<file path="src/rtl/pwm_capture.sv">
// pwm_capture: measures period and active time of an asynchronous PWM input
// in clock cycles, with a one-cycle valid strobe and a sticky stuck-line flag.
module pwm_capture #(
    parameter int unsigned CNT_W   = 25,
    parameter int unsigned MAX_CNT = 9600,
    parameter bit          INVERT  = 1'b1
) (
    input  logic             clk,
    input  logic             rst,
    input  logic             pwm_in,
    output logic [CNT_W-1:0] period,
    output logic [CNT_W-1:0] high_time,
    output logic             valid,
    output logic             timeout,
    output logic             level
);

    localparam logic [CNT_W-1:0] PCNT_TOP = CNT_W'(MAX_CNT - 1);
    localparam logic [CNT_W-1:0] HCNT_TOP = CNT_W'(MAX_CNT);

    typedef enum logic {
        IDLE = 1'b0,
        MEAS = 1'b1
    } state_t;

    state_t           state;
    state_t           state_nxt;
    logic             s1;
    logic             s2;
    logic             prev;
    logic             c;
    logic             c_prev;
    logic             rise;
    logic [CNT_W-1:0] pcnt;
    logic [CNT_W-1:0] hcnt;
    logic             valid_nxt;
    logic             latch;
    logic             to_set;

    // prev keeps the raw s2 and is conditioned alongside it, so the all-zero
    // reset state never reads as a rise even when the input is active-low.
    assign c      = s2 ^ INVERT;
    assign c_prev = prev ^ INVERT;
    assign rise   = c & ~c_prev;

    // Two-flop synchronizer plus previous-level register for edge detection.
    always_ff @(posedge clk or negedge rst) begin
        if (!rst) begin
            s1   <= 1'b0;
            s2   <= 1'b0;
            prev <= 1'b0;
        end else begin
            s1   <= pwm_in;
            s2   <= s1;
            prev <= s2;
        end
    end

    // Period and active-time counters, restarted by each rise and saturating.
    always_ff @(posedge clk or negedge rst) begin
        if (!rst) begin
            pcnt <= '0;
            hcnt <= '0;
        end else begin
            if (rise) begin
                pcnt <= '0;
            end else if (pcnt != PCNT_TOP) begin
                pcnt <= pcnt + CNT_W'(1);
            end

            if (rise) begin
                hcnt <= CNT_W'(1);
            end else if (c && (hcnt != HCNT_TOP)) begin
                hcnt <= hcnt + CNT_W'(1);
            end
        end
    end

    // FSM state register.
    always_ff @(posedge clk or negedge rst) begin
        if (!rst) begin
            state <= IDLE;
        end else begin
            state <= state_nxt;
        end
    end

    // Next state and measurement/timeout decisions; a rise beats the threshold.
    always_comb begin
        state_nxt = state;
        valid_nxt = 1'b0;
        latch     = 1'b0;
        to_set    = 1'b0;
        case (state)
            IDLE: begin
                if (rise) begin
                    state_nxt = MEAS;
                end else if ((pcnt == PCNT_TOP) && !timeout) begin
                    to_set = 1'b1;
                end
            end
            MEAS: begin
                if (rise) begin
                    latch     = 1'b1;
                    valid_nxt = 1'b1;
                end else if (pcnt == PCNT_TOP) begin
                    to_set    = 1'b1;
                    state_nxt = IDLE;
                end
            end
            default: state_nxt = IDLE;
        endcase
    end

    // Registered outputs: measurement latch, strobe, sticky timeout and level.
    always_ff @(posedge clk or negedge rst) begin
        if (!rst) begin
            period    <= '0;
            high_time <= '0;
            valid     <= 1'b0;
            timeout   <= 1'b0;
            level     <= 1'b0;
        end else begin
            valid <= valid_nxt;
            if (latch) begin
                period    <= pcnt + CNT_W'(1);
                high_time <= hcnt;
            end
            if (rise) begin
                timeout <= 1'b0;
            end else if (to_set) begin
                timeout <= 1'b1;
                level   <= s2;
            end
        end
    end

endmodule

</file>
<file path="config.mk">
export PLATFORM = sky130hd
export DESIGN_NAME = pwm_capture
export DESIGN_NICKNAME = d
export VERILOG_FILES = /design/src/rtl/pwm_capture.sv
export SDC_FILE = /design/constraint.sdc
export NUM_CORES = 1
export LEC_CHECK = 0
export ABC_AREA = 1
export BUFFER_PORTS_ARGS = -buffer_cell sky130_fd_sc_hd__buf_2
export CORE_UTILIZATION = 57
export DETAILED_ROUTE_END_ITERATION = 10
export PLACE_DENSITY = 0.83
export SLEW_MARGIN = 30
export SYNTH_ARGS = -nofsm -noshare
export SYNTH_HDL_FRONTEND = slang
export SYNTH_SLANG_ARGS = --single-unit
</file>
<file path="constraint.sdc">
create_clock -name clk -period 3.9 [get_ports clk]
set_input_delay 0.195 -clock clk [delete_from_list [all_inputs] [get_ports clk]]
set_output_delay 0.195 -clock clk [all_outputs]
set_load 0.005 [all_outputs]
</file>
==> metrics.md <==
| Metric | Value |
|---|---|
| Part of the power in registers | 58.1% |
| Full die area | 9880 µm² |
| Clock sink total | 107 |
| Status | finished clean |
| Resized Gates After CTS | 0 |
| CTS tree | done |
| Main combinational cell family by area after synthesis | simple AND/OR/NAND/NOR gates |
| Yosys cell types | 27 |
| Post-route ant nets | 0 |
| Power Density | 350 nW/µm² |
| First-pass GRT wire length | 22.1 mm |
| Synthesized area per cell | 7.52 µm² |
| Simple-Gate Fraction of Synth Area | 34.5% |
| Clk pin slew, worst setup/hold paths | 100 ps |
| Core Area | 9200 µm² |
| WHS Path Cells | 0 |
| Sequential element share of the synthesized area | 49.5% |
| Vias/cell | 5.40 |
| Synth Warn # | 0 |
| Leak | 2.98 nW |
| Die width | 99.4 µm |
| Reg-to-Reg Start | s2 |
| Wirelength per Cell | 14.5 µm |
| Layout filler cell count | 783 |
| Relative slew slack | 54.3% |
| Clock tree buffer depth | 2 |
| First-iteration detailed-routing DRC count | 337 |
| Total power | 2.08 mW |
| Compound-Gate Fraction of Synth Area | 5.00% |
| Mapped cell area | 5410 µm² |
| WS Path Type | register to register |
| Port-buffer cells | 55 |
| Skew final | 12.2 ps |
| Worst Hold End | s2 |
| Clk pwr share | 32.2% |
| Post-Synth Adder-Cell Area | 0.694% |
| Root Buffer | clkbuf_8 |
| Initial core utilization | 58.8% |
| Reg2reg setup slack | 1580 ps |
| Initial antenna violation count | 0 |
| DRT Pass-1 Iters | 5 |
| Number of global-route vias before repair | 4,801 |
| Post-synth ARST share | 100% |
| Die Span Y | 99.4 µm |
| Hold path start | s1 |
| Logic pwr share | 9.7% |
| Layout area overhead | 9.83% |
| DP Wirelength | 9.43 mm |
| Post-synthesis instance total | 719 |
| DRC viols | 0 |
| Final Hold Fails | 0 |
| Switching share of power | 26.7% |
| Number of enable flip-flop cells after synthesis | 0 |
| Final min period | 2320 ps |
| Startpoint Class | register |
| Register-to-Register Path Depth | 7 |
| Top FF cell, synth | dfrtp_1 |
| Final Wtd Congestion | 0.933 |
| Tcrit/Tclk final | 59.5% |
| WP data required | 4120 ps |
| Via Count | 4,777 |
| Maximum number of pins on one net before global-route repair | 81 |
| Global Route Usage Sum | 28.8% |
| Congestion Overflow GR | 0 |
| Synth Net Count | 725 |
| Rows | 35 |
| TNS Setup | 0 ps |
| Share of layout cells above drive strength 1 | 11.1% |
| Critical Path End Type | register |
| Internal | 1.53 mW |
| I/O pin total | 56 |
| Critical path fanouts, max | 80 |
| Net switching power of the design | 555 µW |
| Mux share of post-synthesis cell area | 0% |
| Ant. Diodes | 0 |
| Fmax achieved | 431 MHz |
| Worst EP arrival | 2540 ps |
| Critical Path Start | s2 |
| H-tree levels | 3 |
| CTS buffer count | 9 |
| Max-cap violations | 0 |
| Least-Margin Pin Slew | 685 ps |
| Pins Over Slew Limit | 0 |
| Hold Crit Class | register to register |
| Number of nets in the layout | 776 |
| Post-Synth XOR/XNOR Area | 3.72% |
| Post-Route WL | 12.8 mm |
| Worst r2r dst | high_time[24] |
| Post-synthesis register bit count | 107 |
| Unrepaired setup endpoints after global routing | false |
| VDD IR-drop max | 0.232 mV |
| Worst-Skew Late Latency | 370 ps |
| # setup viols final | 0 |
## layer usage
layer  global-route usage (%)  wire length [µm]
met5                        0                 0
met4                     12.6               333
met3                     4.43               612
met2                     50.9              6670
met1                     35.0              5200
## placed cells by master, fill, tap and decap left out, drive strengths merged
cell / count
nand3b: 2
nand4: 18
o21ai: 44
a21oi: 10
nand3: 36
nor3: 8
ha: 3
bufinv: 1
xor2: 21
buf: 57
inv: 64
xnor2: 2
nand2: 275
dlygate4sd3: 2
clkinvlp: 1
clkbuf: 10
clkinv: 1
dfrtp: 107
nor2: 112
## worst max-delay path by stage
stage | slack (ps) | end
floorplan | 2340 | hcnt[0]
global placement | 1520 | period[12]
detailed placement | 1590 | high_time[24]
CTS | 1580 | high_time[24]
global route | 1320 | high_time[24]
finish | 1580 | high_time[24]
## layout make-up
class,count,area [µm²],share of cell area [%]
clock inverter,5,60.1,1.01
sequential,107,2680,45.1
inverter,62,243,4.09
timing repair buffer,59,317,5.33
multi-input combinational,531,2380,40.0
clock buffer,10,128,2.15
tap,111,139,2.34
## worst max-delay path, stage by stage (launching register included)
cell and delay [ps]:
dfrtp_1 450, nor2_4 120, buf_4 320, inv_4 210, nor2_4 410, inv_4 350
nand2_1 150, o21ai_0 100
## logic make-up (layout without fill, tap and decap cells)
kind of cell	count (synthesis)	count (layout)
buffers and inverters	81	136
AO/OA/AOI/OAI	54	54
flip-flops	107	107
AND/OR/NAND/NOR	451	451
adder cells (fa/ha/maj)	3	3
XOR/XNOR	23	23
## per-stage QoR
step / instance area [µm²] / setup slack (ps) / std cells / utilization (%) / hold slack [ps]
after floorplan: 5410 / 2340 / 719 / - / -101
after global placement: 5730 / 1520 / 868 / 62.3 / 306
after detailed placement: 5730 / 1590 / 868 / 62.3 / 309
after CTS: 5940 / 1580 / 885 / 64.6 / 368
after global routing: 5940 / 1320 / 885 / 64.6 / 379
final: 5940 / 1580 / 885 / 64.6 / 367
## registers in the layout, indices dropped and copies added (netlist names)
| register | count |
|---|---|
| s2 | 1 |
| s1 | 1 |
| valid | 1 |
| pcnt | 25 |
| period | 25 |
| level | 1 |
| hcnt | 25 |
| prev | 1 |
| high_time | 25 |
| timeout | 1 |
| state | 1 |
## power by group through the flow
| stage | Clock, mW | Combinational (mW) | Sequential, mW |
|---|---|---|---|
| global placement | 0 | 0.195 | 1.23 |
| finish | 0.671 | 0.202 | 1.21 |
| global route | 0.718 | 0.235 | 1.22 |
| CTS | 0.680 | 0.206 | 1.21 |
| floorplan | 0 | 0.134 | 1.22 |
| detailed placement | 0 | 0.203 | 1.23 |
## cell usage after synthesis (3+ instances only)
cell type  count  share of area [%]
dfrtp_1      107                 50
nand2_1      271                 19
nand3_1       35                3.2
nor2_1       105                7.3
ha_1           3               0.69
buf_2          3               0.28
a21oi_1       10               0.93
clkbuf_1      11               0.76
buf_6          3               0.62
o21ai_0       21                1.9
inv_1         59                4.1
nor3_1         8               0.74
o21ai_1       23                2.1
nand4_1       18                2.1
xor2_1        21                3.4
nor2_4         5                1.0
## timing repair
action | CTS | global route
hold buffers | 2 | 0
buffers inserted | 0 | 0
setup endpoints to repair | 0 | 0
hold endpoints to repair | 54 | 0
No activity file was read; power rests on OpenSTA's default activity.
